File: config.mk
export PLATFORM = sky130hd
export DESIGN_NAME = fetch_unit
export DESIGN_NICKNAME = d
export VERILOG_FILES = /design/src/rtl/fetch_pkg.sv /design/src/rtl/fetch_fifo.sv /design/src/rtl/fetch_unit.sv
export SDC_FILE = /design/constraint.sdc
export NUM_CORES = 1
export LEC_CHECK = 0
export BUFFER_PORTS_ARGS = -buffer_cell sky130_fd_sc_hd__buf_4
export CAP_MARGIN = 20
export CORE_MARGIN = 5
export CORE_UTILIZATION = 59
export CTS_BUF_LIST = sky130_fd_sc_hd__clkbuf_8 sky130_fd_sc_hd__clkbuf_16
export CTS_CLUSTER_DIAMETER = 30
export DETAILED_ROUTE_END_ITERATION = 6
export PLACE_DENSITY = 0.8
export SLEW_MARGIN = 20
export SYNTH_ARGS = -nofsm -noshare
export SYNTH_HDL_FRONTEND = slang
export SYNTH_SLANG_ARGS = --single-unit
File: constraint.sdc
create_clock -name clk -period 2.4 [get_ports clk]
set_clock_uncertainty 0.2 [all_clocks]
set_input_delay 0.12 -clock clk [delete_from_list [all_inputs] [get_ports clk]]
set_output_delay 0.12 -clock clk [all_outputs]
set_load 0.03 [all_outputs]
File: src/rtl/fetch_pkg.sv
// Shared types and defaults for the instruction-fetch front end.
package fetch_pkg;

  typedef enum logic {
    RUN  = 1'b0,
    PEND = 1'b1
  } state_t;

  localparam logic [31:0] RESET_PC_DEFAULT = 32'h0000_0000;
  localparam logic [31:0] PC_STEP_DEFAULT  = 32'd4;

  // One buffered entry is {pc, instr}.
  localparam int ENTRY_W = 64;

endpackage

File: src/rtl/fetch_fifo.sv
// Small synchronous FIFO holding {pc, instr} entries toward decode.
module fetch_fifo
  import fetch_pkg::*;
#(
  parameter int DEPTH = 4,
  parameter int W     = ENTRY_W
) (
  input  logic                   clk,
  input  logic                   rst_n,
  input  logic                   push,
  input  logic                   pop,
  input  logic                   flush,
  input  logic [W-1:0]           wdata,
  output logic [W-1:0]           rdata,
  output logic                   valid,
  output logic [$clog2(DEPTH):0] count
);

  localparam int AW = $clog2(DEPTH);

  logic [W-1:0]  mem [DEPTH];
  logic [AW-1:0] wr_ptr;
  logic [AW-1:0] rd_ptr;
  logic          pop_i;

  assign valid = (count != '0);
  assign pop_i = pop & valid;
  assign rdata = valid ? mem[rd_ptr] : '0;

  always_ff @(posedge clk or negedge rst_n) begin
    if (!rst_n) begin
      for (int i = 0; i < DEPTH; i++) mem[i] <= '0;
      wr_ptr <= '0;
      rd_ptr <= '0;
      count  <= '0;
    end else if (flush) begin
      // Flush wins over any same-cycle push or pop.
      wr_ptr <= '0;
      rd_ptr <= '0;
      count  <= '0;
    end else begin
      if (push) begin
        mem[wr_ptr] <= wdata;
        wr_ptr      <= wr_ptr + 1'b1;
      end
      if (pop_i) rd_ptr <= rd_ptr + 1'b1;
      case ({push, pop_i})
        2'b10:   count <= count + 1'b1;
        2'b01:   count <= count - 1'b1;
        default: count <= count;
      endcase
    end
  end

endmodule

File: src/rtl/fetch_unit.sv
// Instruction-fetch sequencer: drives pc to the I-cache, honours stall and
// redirects, and buffers fetched instructions toward decode.
//
//  state | meaning
//  RUN   | issuing sequential fetches, pushing hits into the FIFO
//  PEND  | redirect arrived mid-refill; waiting for stall to drop
module fetch_unit
  import fetch_pkg::*;
#(
  parameter logic [31:0] RESET_PC   = RESET_PC_DEFAULT,
  parameter logic [31:0] PC_STEP    = PC_STEP_DEFAULT,
  parameter int          FIFO_DEPTH = 4
) (
  input  logic                        clk,
  input  logic                        rst_n,
  output logic [31:0]                 pc,
  input  logic [31:0]                 instr,
  input  logic                        stall,
  input  logic                        redirect_valid,
  input  logic [31:0]                 redirect_pc,
  output logic                        out_valid,
  output logic [31:0]                 out_instr,
  output logic [31:0]                 out_pc,
  input  logic                        out_ready,
  output logic [$clog2(FIFO_DEPTH):0] fifo_count
);

  localparam int CW = $clog2(FIFO_DEPTH) + 1;
  localparam logic [CW-1:0] DEPTH_C = CW'(FIFO_DEPTH);

  state_t              state;
  logic [31:0]         pend_pc;
  logic [31:0]         target;
  logic                pop;
  logic                can_push;
  logic                accept;
  logic [ENTRY_W-1:0]  head;

  assign target   = redirect_pc & 32'hFFFF_FFFC;
  assign pop      = out_valid & out_ready;
  assign can_push = (fifo_count < DEPTH_C) | pop;
  assign accept   = (state == RUN) & ~stall & can_push & ~redirect_valid;

  always_ff @(posedge clk or negedge rst_n) begin
    if (!rst_n) begin
      state   <= RUN;
      pc      <= RESET_PC;
      pend_pc <= '0;
    end else begin
      case (state)
        RUN: begin
          if (redirect_valid) begin
            // Mid-refill the cache still owns the old pc, so park the target.
            if (stall) begin
              pend_pc <= target;
              state   <= PEND;
            end else begin
              pc <= target;
            end
          end else if (accept) begin
            pc <= pc + PC_STEP;
          end
        end
        PEND: begin
          if (stall) begin
            if (redirect_valid) pend_pc <= target;
          end else begin
            pc    <= redirect_valid ? target : pend_pc;
            state <= RUN;
          end
        end
        default: state <= RUN;
      endcase
    end
  end

  fetch_fifo #(
    .DEPTH (FIFO_DEPTH),
    .W     (ENTRY_W)
  ) u_fifo (
    .clk   (clk),
    .rst_n (rst_n),
    .push  (accept),
    .pop   (pop),
    .flush (redirect_valid),
    .wdata ({pc, instr}),
    .rdata (head),
    .valid (out_valid),
    .count (fifo_count)
  );

  assign out_pc    = head[63:32];
  assign out_instr = head[31:0];

endmodule

Word level (Yosys, flattened, before mapping)

Cells that the tools add are included.

Register bits after elaboration: 328
Input port bits: 69
Output and inout bits: 100
Word-level logic and storage cells: 72

Add/subtract/negate cells: 5
$lt $le $gt $ge: 4
Eq/ne operators: 8
Mux-type cells: 26
Bitwise logic cells: 11
Reduce and logical (&&, ||, !) cells: 8

Operators with widths:

| cell                    | number |
|---|---|
| $bwmux W256             | 1 |
| $mux W32                | 8 |
| $mux W64                | 4 |
| $bmux W64 S2            | 1 |
| $demux W64 S2           | 1 |
| $pmux W32 S2            | 2 |
| $add A32 B3 Y32 const B | 1 |
| $mux W2                 | 4 |
| $ne A2 B2 Y1 const B    | 4 |
| $ge A3 B3 Y1 const B    | 2 |
| $not A2 Y3              | 2 |
| $pmux W3 S2             | 1 |
| $reduce_and A3 Y1       | 2 |
| $reduce_bool A3 Y1      | 2 |
| $and A1 B1 Y1           | 5 |
| $add A2 B1 Y2 const B   | 2 |
| $reduce_bool A2 Y1      | 2 |
| $add A3 B1 Y3 const B   | 1 |
| $lt A3 B1 Y1 const B    | 1 |
| $lt A3 B3 Y1 const B    | 1 |
| $mux W3                 | 1 |
| $ne A3 B2 Y1 const B    | 1 |
| $ne A3 B3 Y1 const B    | 1 |
| $not A1 Y1              | 3 |
| other kinds (8)         | 9 |

Longest topological paths before layout

Depth in word-level cells: 8
Depth in mapped cells: 9
Gate-level depth less buffers: 7

Cells and area by module

Synthesis repeated with hierarchy kept, for this count alone.

Cell total of the unflattened synthesis: 1086
Area, all modules: 15901.5 um^2

By module, submodules not included:

| module     | times used | cells each | area each (um^2) | seq. area each (um^2) |
|---|---|---|---|---|
| fetch_fifo | 1          | 737        | 12421.9          | 6581.3 |
| fetch_unit | 1          | 349        | 3479.6           | 1626.6 |

Worst setup path after synthesis

Ideal clock, no wire load.

Path kind: register to register
From: reg u_fifo.count[2]
To: reg u_fifo.count[2]
Arrival time: 2004 ps
Data required time: 2114 ps
Path slack: 110 ps
Cell stages (with the launch flop): 8
Period minus slack after synthesis: 2290 ps
Cell sequence: dfrtp_1 > or3_1 > nand2_1 > nor2_1 > fa_1 > nor3_1 > nor3_1 > nor3_1

Longest elaborated chain between the ends: 8

Ends and longest elaborated chain:

| what                                                                 | RTL line         | RTL |
|---|---|---|
| start, declared                                                      | fetch_fifo.sv:16 | `output logic [$clog2(DEPTH):0] count` |
| start signal, assigned                                               | fetch_fifo.sv:48 | `2'b10: count <= count + 1'b1;` |
| start signal, assigned                                               | fetch_fifo.sv:49 | `2'b01: count <= count - 1'b1;` |
| start signal, assigned                                               | fetch_fifo.sv:50 | `default: count <= count;` |
| parallel branches: the longest is 8 deep, another holds $lt A3 B3 Y1 | --               |  |

Parallel ways; which one is timed is not known.
A chain may end at the register's enable or synchronous reset.

Worst setup path after layout

From: reg u_fifo.rd_ptr[0]
To: out out_pc[14]

Longest elaborated chain between the ends: 5

Ends and longest elaborated chain:

| what                                         | RTL line         | RTL |
|---|---|---|
| start, declared                              | fetch_fifo.sv:23 | `logic [AW-1:0] rd_ptr;` |
| start signal, assigned                       | fetch_fifo.sv:46 | `if (pop_i) rd_ptr <= rd_ptr + 1'b1;` |
| $not A2 Y3 (implied by the code)             | fetch_fifo.sv:28 | `assign rdata = valid ? mem[rd_ptr] : '0;` |
| $bmux W64 S2                                 | fetch_fifo.sv:28 |  |
| $mux W64 (implied by the code) (2 in series) | fetch_fifo.sv:28 |  |
| $mux W64                                     | fetch_fifo.sv:28 |  |
| end, declared                                | fetch_unit.sv:23 | `output logic [31:0] out_pc,` |

No other way between the ends. The select of a mux whose other input is x is not followed.

==> flow_metrics.env <==
export IMPL_status="finished, violations left"
export IMPL_violations="setup timing"
export IMPL_grt_util_met1_pct=36.39
export IMPL_p_sw_share_pct=31.34
export IMPL_async_reset_ff_share_pct=100.0
export IMPL_cts_max_level=3
export IMPL_grt_pass1_wl_um=69790
export IMPL_numCtsBuffers=67
export IMPL_avgViaCountPerCell=6.223
export IMPL_cp_data_arrival_time_ps=2180
export IMPL_layout_drive_gt1_share_pct=51.87
export IMPL_holdCritPathClass="input pin to asynchronous set/reset pin"
export IMPL_dp_cells=1578
export IMPL_final_max_slew_violation_count=0
export IMPL_synth_area_leaders="dfrtp_1 (52%), mux2_2 (18%), mux4_2 (9.2%)"
export IMPL_die_area_um2=29970
export IMPL_p_clk_share_pct=33.4
export IMPL_cts_max_path_buffers=3
export IMPL_fp_row_count=59
export IMPL_criticalPathCategory="flop to primary output"
export IMPL_yosysSeqAreaShare_pct=52.29
export IMPL_clk_pin_slew_worst_paths_ps=50
export IMPL_core_um2=26130
export IMPL_num_io_pins=169
export IMPL_setup_viol=50
export IMPL_syn_area_per_cell_um2=14.15
export IMPL_grt_use_met3_pct=5.328
export IMPL_wire_per_inst_um=24.69
export IMPL_yosysWarnings=0
export IMPL_insertion_delay_ps=530
export IMPL_drv_cap=0
export IMPL_dpl_hpwl_um=23680
export IMPL_p_leak_nw=9.559
export IMPL_hold_viol=0
export IMPL_fillCellCount=1342
export IMPL_cts_tree="done"
export IMPL_drtAntennaViolNets=0
export IMPL_vias=11100
export IMPL_crit_path_end_kind="primary output"
export IMPL_syn2layout_area_growth_pct=34.50
export IMPL_pwr_density_cell_nw_per_um2=1290
export IMPL_fin_crit_ps=2503
export IMPL_fin_ws_ps=-103.1
export IMPL_post_route_period_util_pct=104.3
export IMPL_slew_headroom_pct=49.65
export IMPL_gr_total_overflow=0
export IMPL_holdWs_ps=8.652
export IMPL_initial_utilization_pct=60.06
export IMPL_cp_start_kind="flop"
export IMPL_power_frac_seq_pct=30.7
export IMPL_die_h_um=173.1
export IMPL_die_x_um=173.1
export IMPL_drtIter0Drc=1136
export IMPL_p_int_mw=18.70
export IMPL_power_frac_comb_pct=35.9
export IMPL_finish_utilization_pct=80.79
export IMPL_synth_edff_count=0
export IMPL_tightest_slew_ps=755.2
export IMPL_p_sw_mw=8.536
export IMPL_yosys_area_top_type="dfrtp_1"
export IMPL_post_route_drc_count=0
export IMPL_antenna_found_initial=2
export IMPL_firstDrtPassIters=6
export IMPL_ys_flop_type="dfrtp_1"
export IMPL_place_congestion=0.8166
export IMPL_rsz0062_at_grt="true"
export IMPL_vdd_drop_max_mv=0.9155
export IMPL_fmax_mhz=399.5
export IMPL_yosysMostFrequentCell="dfrtp_1"
export IMPL_netlist_area_um2=15700
export IMPL_top_usage_layer="met2"
export IMPL_nNetsFinal=1473
export IMPL_synth_seq_cells=328
export IMPL_synth_commonest_cells="dfrtp_1 (328), mux2_2 (247), and2_1 (68)"
export IMPL_port_buffers=166
export IMPL_fin_cells=1783
export IMPL_clock_root_buffer="clkbuf_16"
export IMPL_cts_sinks=328
export IMPL_synthDistinctLibCells=55
export IMPL_first_global_vias=12190
export IMPL_crit_required_ps=2080
export IMPL_gr_usage_all_layers_pct=29.23
export IMPL_grt_util_met2_pct=50.01
export IMPL_yosys_area_top_type_share_pct=52.29
export IMPL_critPathMaxFanout=8
export IMPL_syn_nets=1184
export IMPL_wirelength_um=44030
export IMPL_grt_start_max_net_pins=88
export IMPL_netlist_instances=1109
power groups by stage:
stage	combinational [mW]	sequential, mW	clock, mW
floorplan	5.30	8.03	0
global placement	7.57	8.10	0
detailed placement	7.77	8.24	0
CTS	9.56	8.22	9.14
global route	10.3	8.51	9.48
finish	9.78	8.36	9.09
metrics by stage:
step           instance area [µm²]  setup WS (ps)  setup TNS [ps]  power, mW
5_1_grt                      21110         -145.0           -5395      28.29
3_3_place_gp                 17390          173.7               0      15.67
6_report                     21110         -103.1           -1269      27.23
2_1_floorplan                15700          110.1               0      13.33
4_1_cts                      20950         -81.96           -1602      26.92
3_5_place_dp                 17390          97.24               0      16.01
flip-flops by register name (all words and copies together) (netlist names):
register and count:
u_fifo.count 3, u_fifo.mem 256, u_fifo.wr_ptr 2, u_fifo.rd_ptr 2, state 1, pc 32
pend_pc 32
cell type report:
| class | instances | area (µm²) | area share [%] |
|---|---|---|---|
| multi-input combinational | 677 | 6919 | 32.77 |
| inverter | 13 | 48.80 | 0.2311 |
| sequential | 328 | 8220 | 38.94 |
| timing repair buffer | 311 | 3252 | 15.40 |
| antenna | 2 | 5.005 | 0.02371 |
| clock inverter | 34 | 339.1 | 1.606 |
| clock buffer | 83 | 1908 | 9.038 |
| tap | 335 | 419.2 | 1.985 |
routing by layer:
layer,share of wire [%],vias up
met1,38,5746
met4,4.6,0
li1,-,4685
met5,0,-
met3,6.0,140
met2,51,524
critical path, cell delays in order (launching register included):
cell     delay [ps]
dfrtp_4         450
buf_12          160
buf_16          150
mux4_2          580
and2_4          190
buf_6           130
final timing paths:
check | start | end | slack, ps | cells after the start
worst max register to register | u_fifo.count[2] | u_fifo.mem[217] | 0 | 6
worst min register to register | u_fifo.mem[100] | u_fifo.mem[100] | 280 | 1
min in group clk | redirect_pc[16] | pend_pc[16] | 190 | 3
worst max-delay path | u_fifo.rd_ptr[0] | out_pc[14] | -100 | 5
worst min-delay path | rst_n | u_fifo.mem[248] | 9 | 2
max in group asynchronous | rst_n | u_fifo.mem[143] | 1200 | 3
placed cells by master (no fill, tap or decap), types with 27 or more instances in the layout:
cell	netlist	routed
o21ai_0	28	28
dlygate4sd3_1	0	66
buf_6	1	65
mux2_1	39	39
nor2_1	28	27
mux2_2	247	245
mux4_2	64	64
dfrtp_1	328	320
buf_4	2	145
and2_4	4	68
clkbuf_16	0	71
repair_timing:
item                                    4_1_cts  5_1_grt
gates resized for setup                     142       11
buffers inserted                              4        7
cloned                                        6        3
hold buffers                                 66        0
pin swaps                                     0        2
endpoints found under the setup margin       65       68
endpoints found under the hold margin       498        0
cells by family after synthesis:
logic type	after synthesis	share of synthesized area (%)
and+or+nand+nor	194	7.110
muxes	356	30.08
adders and majority gates	6	0.5261
xor gates and xnor gates	7	0.3906
DFF	328	52.29
buffers and inverters	104	4.823
AOI/OAI and AO/OA	114	4.775
Power figures use the tool's default switching activity.
